===== src/rtl/countdown16.sv =====
// Loadable 16-bit down counter built from four 4-bit nibbles with registered
// borrow flags; one-shot or auto-reload, with a one-clock terminal-count pulse.
module countdown16 #(
  parameter bit          AUTO_RELOAD = 1'b0,
  parameter logic [15:0] RESET_VALUE = 16'd0
) (
  input  logic        i_clk,
  input  logic        i_rst_n,
  input  logic        i_load,
  input  logic [15:0] i_value,
  input  logic        i_en,
  input  logic        i_stop,
  output logic [15:0] q,
  output logic        o_busy,
  output logic        o_tc
);

  localparam logic [0:0] ST_IDLE = 1'b0;
  localparam logic [0:0] ST_RUN  = 1'b1;

  logic [0:0]  state;
  logic [3:0]  cnt0, cnt1, cnt2, cnt3;
  logic        b0, b1, b2;
  logic [15:0] period;
  logic        at_one;

  // Borrow flags {b2,b1,b0} for a freshly written value: set where the nibble is zero.
  function automatic logic [2:0] zero_flags(input logic [15:0] v);
    return {v[11:8] == 4'd0, v[7:4] == 4'd0, v[3:0] == 4'd0};
  endfunction

  assign q      = {cnt3, cnt2, cnt1, cnt0};
  assign o_busy = (state == ST_RUN);
  assign at_one = (cnt3 == 4'd0) && (cnt2 == 4'd0) && (cnt1 == 4'd0) && (cnt0 == 4'd1);

  always_ff @(posedge i_clk or negedge i_rst_n) begin
    if (!i_rst_n) begin
      {cnt3, cnt2, cnt1, cnt0} <= RESET_VALUE;
      period                   <= RESET_VALUE;
      {b2, b1, b0}             <= zero_flags(RESET_VALUE);
      state                    <= ST_IDLE;
      o_tc                     <= 1'b0;
    end else if (i_load) begin
      {cnt3, cnt2, cnt1, cnt0} <= i_value;
      period                   <= i_value;
      {b2, b1, b0}             <= zero_flags(i_value);
      if (i_value != '0) begin
        state <= ST_RUN;
        o_tc  <= 1'b0;
      end else begin
        state <= ST_IDLE;
        o_tc  <= 1'b1;
      end
    end else if (i_stop) begin
      state <= ST_IDLE;
      o_tc  <= 1'b0;
    end else if ((state == ST_RUN) && i_en) begin
      if (at_one) begin
        o_tc <= 1'b1;
        if (AUTO_RELOAD) begin
          {cnt3, cnt2, cnt1, cnt0} <= period;
          {b2, b1, b0}             <= zero_flags(period);
        end else begin
          {cnt3, cnt2, cnt1, cnt0} <= '0;
          {b2, b1, b0}             <= '1;
          state                    <= ST_IDLE;
        end
      end else begin
        o_tc <= 1'b0;
        // b1/b2 may lag a nibble change by one enabled cycle; they are only
        // consulted when cnt0 reaches 0, at least 15 enabled cycles later.
        cnt0 <= cnt0 - 4'd1;
        if (b0)             cnt1 <= cnt1 - 4'd1;
        if (b0 && b1)       cnt2 <= cnt2 - 4'd1;
        if (b0 && b1 && b2) cnt3 <= cnt3 - 4'd1;
        b0 <= (cnt0 == 4'd1);
        b1 <= (cnt1 == 4'd0);
        b2 <= (cnt2 == 4'd0);
      end
    end else begin
      o_tc <= 1'b0;
    end
  end

endmodule


===== config.mk =====
export PLATFORM = sky130hd
export DESIGN_NAME = countdown16
export DESIGN_NICKNAME = d
export VERILOG_FILES = /design/src/rtl/countdown16.sv
export SDC_FILE = /design/constraint.sdc
export NUM_CORES = 1
export LEC_CHECK = 0
export CORE_MARGIN = 2
export CORE_UTILIZATION = 43
export CTS_CLUSTER_SIZE = 24
export DETAILED_ROUTE_END_ITERATION = 8
export MAX_ROUTING_LAYER = met4
export PLACE_DENSITY_LB_ADDON = 0.08
export SYNTH_ARGS = -nofsm -noshare
export SYNTH_HDL_FRONTEND = slang
export SYNTH_SLANG_ARGS = --single-unit
export TNS_END_PERCENT = 1

===== constraint.sdc =====
create_clock -name i_clk -period 2.49 [get_ports i_clk]
set_clock_uncertainty 0.2 [all_clocks]
set_input_delay 0.498 -clock i_clk [delete_from_list [all_inputs] [get_ports i_clk]]
set_output_delay 0.498 -clock i_clk [all_outputs]
set_load 0.02 [all_outputs]

Word level (Yosys, flattened, before mapping)
Cells that the tools add are included.
{"block": "word_totals", "regBits": 21, "input_bits": 21, "word_cells": 80}
{"block": "op_classes", "add_sub_neg": 4, "eq_ne": 2, "muxes": 41, "n_reduce_logical": 24}
{"cell": "4-bit 2-to-1 mux", "n": 19}
{"cell": "4-bit logical NOT", "n": 6}
{"cell": "1-bit 2-to-1 mux", "n": 22}
{"cell": "16-bit nonzero test", "n": 1}
{"cell": "4-bit by 1-bit subtractor with 4-bit output (second input constant)", "n": 4}
{"cell": "3-bit nonzero test", "n": 5}
{"cell": "3-bit AND reduction", "n": 3}
{"cell": "1-bit logical AND", "n": 6}
{"cell": "4-bit by 1-bit == test with 1-bit output (second input constant)", "n": 1}
{"cell": "2-bit AND reduction", "n": 2}
{"cell": "2-bit inequality test (second input constant)", "n": 1}
{"cell": "2-bit nonzero test", "n": 1}

Longest topological paths before layout
{"block": "depth", "depth_word": 8, "depth_mapped": 8}

Worst setup path after synthesis
No wires, ideal clock.
{"block": "synth_path", "path_kind": "register to register", "startpoint": "reg cnt2[0]", "endpoint": "reg cnt3[1]", "setup_time_ns": 0.125, "arrival_time_ns": 2.267, "path_slack_ns": -0.102, "stages_incl_launch_ff": 8, "n_path_buf": 1, "synth_period_minus_slack_ns": 2.592, "path_cell_list": "dfrtp_1 inv_1 ha_1 or3b_4 or4_4 buf_6 a31oi_4 mux2_2"}
{"block": "synth_between", "elab_chain_len": 8, "word_cells_on_any_way": 10}
{"item": "from (decl)", "line_no": "22", "rtl": "logic [3:0] cnt0, cnt1, cnt2, cnt3;"}
{"item": "from (signal assigned)", "line_no": "44", "rtl": "{cnt3, cnt2, cnt1, cnt0} <= i_value;"}
{"item": "from (signal assigned)", "line_no": "61", "rtl": "{cnt3, cnt2, cnt1, cnt0} <= period;"}
{"item": "from (signal assigned)", "line_no": "74", "rtl": "if (b0 && b1) cnt2 <= cnt2 - 4'd1;"}
{"item": "4-bit logical NOT *", "line_no": "34", "rtl": "assign at_one = (cnt3 == 4'd0) && (cnt2 == 4'd0) && (cnt1 == 4'd0) && (cnt0 == 4'd1);"}
{"item": "1-bit logical AND * (3 in a row)", "line_no": "34"}
{"item": "4-bit 2-to-1 mux", "line_no": "58", "rtl": "if (at_one) begin"}
{"item": "4-bit 2-to-1 mux", "line_no": "57", "rtl": "end else if ((state == ST_RUN) && i_en) begin"}
{"item": "4-bit 2-to-1 mux", "line_no": "54", "rtl": "end else if (i_stop) begin"}
{"item": "4-bit 2-to-1 mux", "line_no": "43", "rtl": "end else if (i_load) begin"}
{"item": "to (signal assigned)", "line_no": "44"}
{"item": "to (signal assigned)", "line_no": "61"}
{"item": "to (signal assigned)", "line_no": "75", "rtl": "if (b0 && b1 && b2) cnt3 <= cnt3 - 4'd1;"}
{"item": "to (decl)", "line_no": "22"}
Mark *: on every way between the ends. The rest lies on a longest branch, timed or not. The select of a mux whose other input is x is not followed.
A chain may end at the register's enable or synchronous reset.

Worst setup path after layout
{"block": "layout_path", "startpoint": "reg cnt1[0]", "endpoint": "reg cnt3[3]"}
{"block": "layout_between", "elab_chain_len": 7, "word_cells_on_any_way": 9}
{"item": "from (decl)", "line_no": "22"}
{"item": "from (signal assigned)", "line_no": "44"}
{"item": "from (signal assigned)", "line_no": "61"}
{"item": "from (signal assigned)", "line_no": "73", "rtl": "if (b0) cnt1 <= cnt1 - 4'd1;"}
{"item": "4-bit logical NOT *", "line_no": "34"}
{"item": "1-bit logical AND * (2 in a row)", "line_no": "34"}
{"item": "4-bit 2-to-1 mux", "line_no": "58"}
{"item": "4-bit 2-to-1 mux", "line_no": "57"}
{"item": "4-bit 2-to-1 mux", "line_no": "54"}
{"item": "4-bit 2-to-1 mux", "line_no": "43"}
Marks and branches as above.

==> key figures <==
Synth
  • Synth Register Bits: 21
  • Mapped cell area: 1413 sq um
  • Syn nets: 189
  • Seq/Total Area, Yosys: 37.47%
  • Number of synthesis warnings: 0
  • Syn Area/Cell: 8.774 sq um
  • Cells after Synth: roughly 160
  • Unique masters post-synth: 42

Critical path
  • Delay of the slowest critical-path stage: roughly 0.55 ns
  • Slowest CP cell: or4_4
  • CP bufs+invs: 1
  • Critical Path AT: 2.50 ns
  • Crit start category: flop
  • Worst path cell trace: inv_2, ha_1, or3b_4, or4_4, a31oi_4, mux2_4
  • CP Capture Type: flop
  • Family with the most delay on the worst path: simple AND/OR/NAND/NOR gates
  • CP Class: reg -> reg
  • Reg2reg path depth: 6
  • Critical Path Fanout Max: 4
  • Worst path depth: 6
  • Req. time, crit path: around 2.5 ns

Route
  • Antenna-violating nets left: 0
  • Via count: 1430
  • Via/cell ratio: 5.720
  • Drt pass-1 iters: 4
  • DRC: 0
  • 1st-iter DRT viols: 32
  • Drt wl/cell: 15.20 um
  • Routed WL: 3.801 mm

CTS
  • CTS clk-pin slew, worst paths: 0.13 ns
  • Num Clock Sinks: 21
  • Post-CTS Resized: 0
  • Setup Buffers After CTS: 0
  • H-Tree Depth: 1
  • CTS tree: built
  • Root buf cell: clkbuf_4
  • Clock buffer count from CTS: 3
  • # hold bufs at CTS: 0
  • Worst-skew pair later-pin latency: 0.32 ns
  • CTS max path bufs: 2

Run status
  • Status: finished, final reports clean

Power
  • Power consumption: ~930 uW
  • PD cells: 478.5 nW/um^2
  • Switching power: between 300 and 400 uW
  • Clock power frac: 19.6%
  • Comb power frac: a little over a third
  • Reg power frac: 44.8%
  • Worst IR Drop VDD: 0.0002020 V
  • Leak Pwr: ~0.75 nW
  • Internal Pwr Total: 616.0 uW
  • Sw Ratio: 33.84%

Global routing
  • First-pass GRT wire length: 6.168 mm
  • Vias in the first global route: 1349
  • Grt ovf: 0
  • Largest net degree at the start of global routing: 22
  • Total GRT Usage: 22.80%
  • Initial antenna violation count: 0

Floorplan
  • Number of primary I/O pins: 39
  • Die height: 61.32 um
  • Rows: 20
  • Die area: 3760 sq um
  • Starting Density: 45.89%
  • Die X: 61.32 um
  • Core Box Area: between 3000 and 4000 sq um

STA
  • F_max: 404.1 MHz
  • Slew @ Worst Pin: approximately 0.50 ns
  • Final setup violating endpoints: 0
  • Min cycle time layout: 2.474 ns
  • Crit share post-route: 99.37%
  • Worst slew margin: 66.51%
  • RSZ-0062 raised after global routing: yes
  • Count of pins over their slew limit: 0
  • Final hold vios: 0

Final layout
  • Diodes inserted: 0
  • Layout area overhead: 37.73%
  • Final core occ: 63.21%
  • Layout cell share with drive strength beyond 1: 19.42%
  • Final std cells w/o fill: 250
  • Nets: 235

Placement
  • Gp weighted congestion: between 0.9 and 1
  • Port bufs: 38
  • Placed cell count: 246
  • HPWL after detailed placement: 2.890 mm

Min path
  • Hold WC Path Type: in -> async

Job
  • Max-cap viol count: 0
-- area by class of cell --
cell class                 count  area (sq um)
timing repair buffer          52         485.5
fill                         276          1132
tap                           44         55.05
sequential                    21         536.8
inverter                      12         45.04
clock buffer                   4         26.28
multi-input combinational    117         797.0
-- cell families after synthesis --
family,Yosys count,synth area share [%]
flip-flops,21,37.47
XOR/XNOR,1,0.6201
AO/OA/AOI/OAI,50,24.53
buffers and inverters,23,7.174
adder cells (fa/ha/maj),7,6.200
multiplexers,2,1.594
AND/OR/NAND/NOR,57,22.41
-- power by group through the flow --
stage	clock, mW	combinational [mW]	sequential (mW)
2_1_floorplan	0	0.128	0.462
5_1_grt	0.192	0.363	0.423
3_3_place_gp	0	0.328	0.421
3_5_place_dp	0	0.332	0.424
6_report	0.182	0.332	0.417
4_1_cts	0.183	0.334	0.417
-- per-stage QoR --
step | hold slack (ns) | instance area, sq um | TNS, ns | setup slack (ns)
floorplan | 0.002409 | 1430 | -0.1105 | -0.05593
global placement | 0.3360 | 1914 | 0 | 0.07832
detailed placement | 0.3576 | 1914 | 0 | 0.02482
CTS | 0.3158 | 1941 | 0 | 0.007736
global route | 0.3435 | 1946 | -0.2509 | -0.05307
finish | 0.3023 | 1946 | 0 | 0.01557
-- flip-flops by register name, indices dropped and copies added, names as in the netlist --
signal / flops
b0: 1
cnt2: 4
b1: 1
b2: 1
cnt1: 4
o_tc: 1
cnt3: 4
cnt0: 4
o_busy: 1
-- metal layers --
| metal | vias up | track usage, % | part of all wire, % | wire length, um |
|---|---|---|---|---|
| met5 | - | - | 0 | 0 |
| met4 | 0 | 8.696 | 1.2 | 47 |
| met3 | 4 | 2.101 | 4.0 | 152 |
| met2 | 35 | 37.99 | 50 | 1904 |
| met1 | 698 | 28.57 | 45 | 1696 |
| li1 | 693 | - | - | - |
-- cell usage after synthesis (all sizes together) --
library cell	n	area share, %
a311oi	1	0.62
nor4	6	3.1
nand3b	1	0.53
a2111o	1	0.80
nor3	7	2.5
a32o	1	0.71
buf	3	1.9
o31a	1	0.62
a31oi	1	1.5
o31ai	5	2.7
nand2	13	3.5
nand2b	1	0.44
o211ai	1	0.53
and3b	1	0.62
and4	1	0.62
and3	1	0.44
a32oi	4	2.5
nor2	11	2.9
o41ai	1	0.62
nand3	4	1.4
a2bb2oi	5	3.1
o21ai	11	3.9
clkbuf	8	2.1
dfstp	3	5.6
a211oi	2	1.1
or4	1	0.80
ha	7	6.2
o311ai	1	0.62
or3	4	1.9
a21oi	15	5.3
inv	12	3.2
nand4	2	0.89
or3b	4	2.8
mux2	2	1.6
dfrtp	18	32
xnor2	1	0.62
-- worst paths after layout --
kind	startpoint	end	slack, ns
setup reg to reg	cnt1[0]$_DFFE_PN0P_	cnt3[3]$_DFFE_PN0P_	0.02
max in group asynchronous	i_rst_n	b1$_DFFE_PN1P_	1.51
min in group i_clk	b2$_DFFE_PN1P_	b2$_DFFE_PN1P_	0.38
hold / removal	i_rst_n	o_busy$_DFFE_PN0P_	0.30
setup / recovery	cnt1[0]$_DFFE_PN0P_	cnt3[3]$_DFFE_PN0P_	0.02
hold reg to reg	b2$_DFFE_PN1P_	b2$_DFFE_PN1P_	0.38
-- placed cells by master, fill, tap and decap left out, types with 6 or more instances in the layout --
| cell | count |
|---|---|
| nor2_1 | 11 |
| ha_1 | 7 |
| a21oi_1 | 15 |
| dfrtp_1 | 12 |
| clkdlybuf4s50_1 | 38 |
| inv_1 | 8 |
| dfrtp_2 | 6 |
| nor3_1 | 7 |
| buf_4 | 14 |
| o21ai_0 | 9 |
| nand2_1 | 13 |
Note: power is estimated with default switching activity, not from simulation.
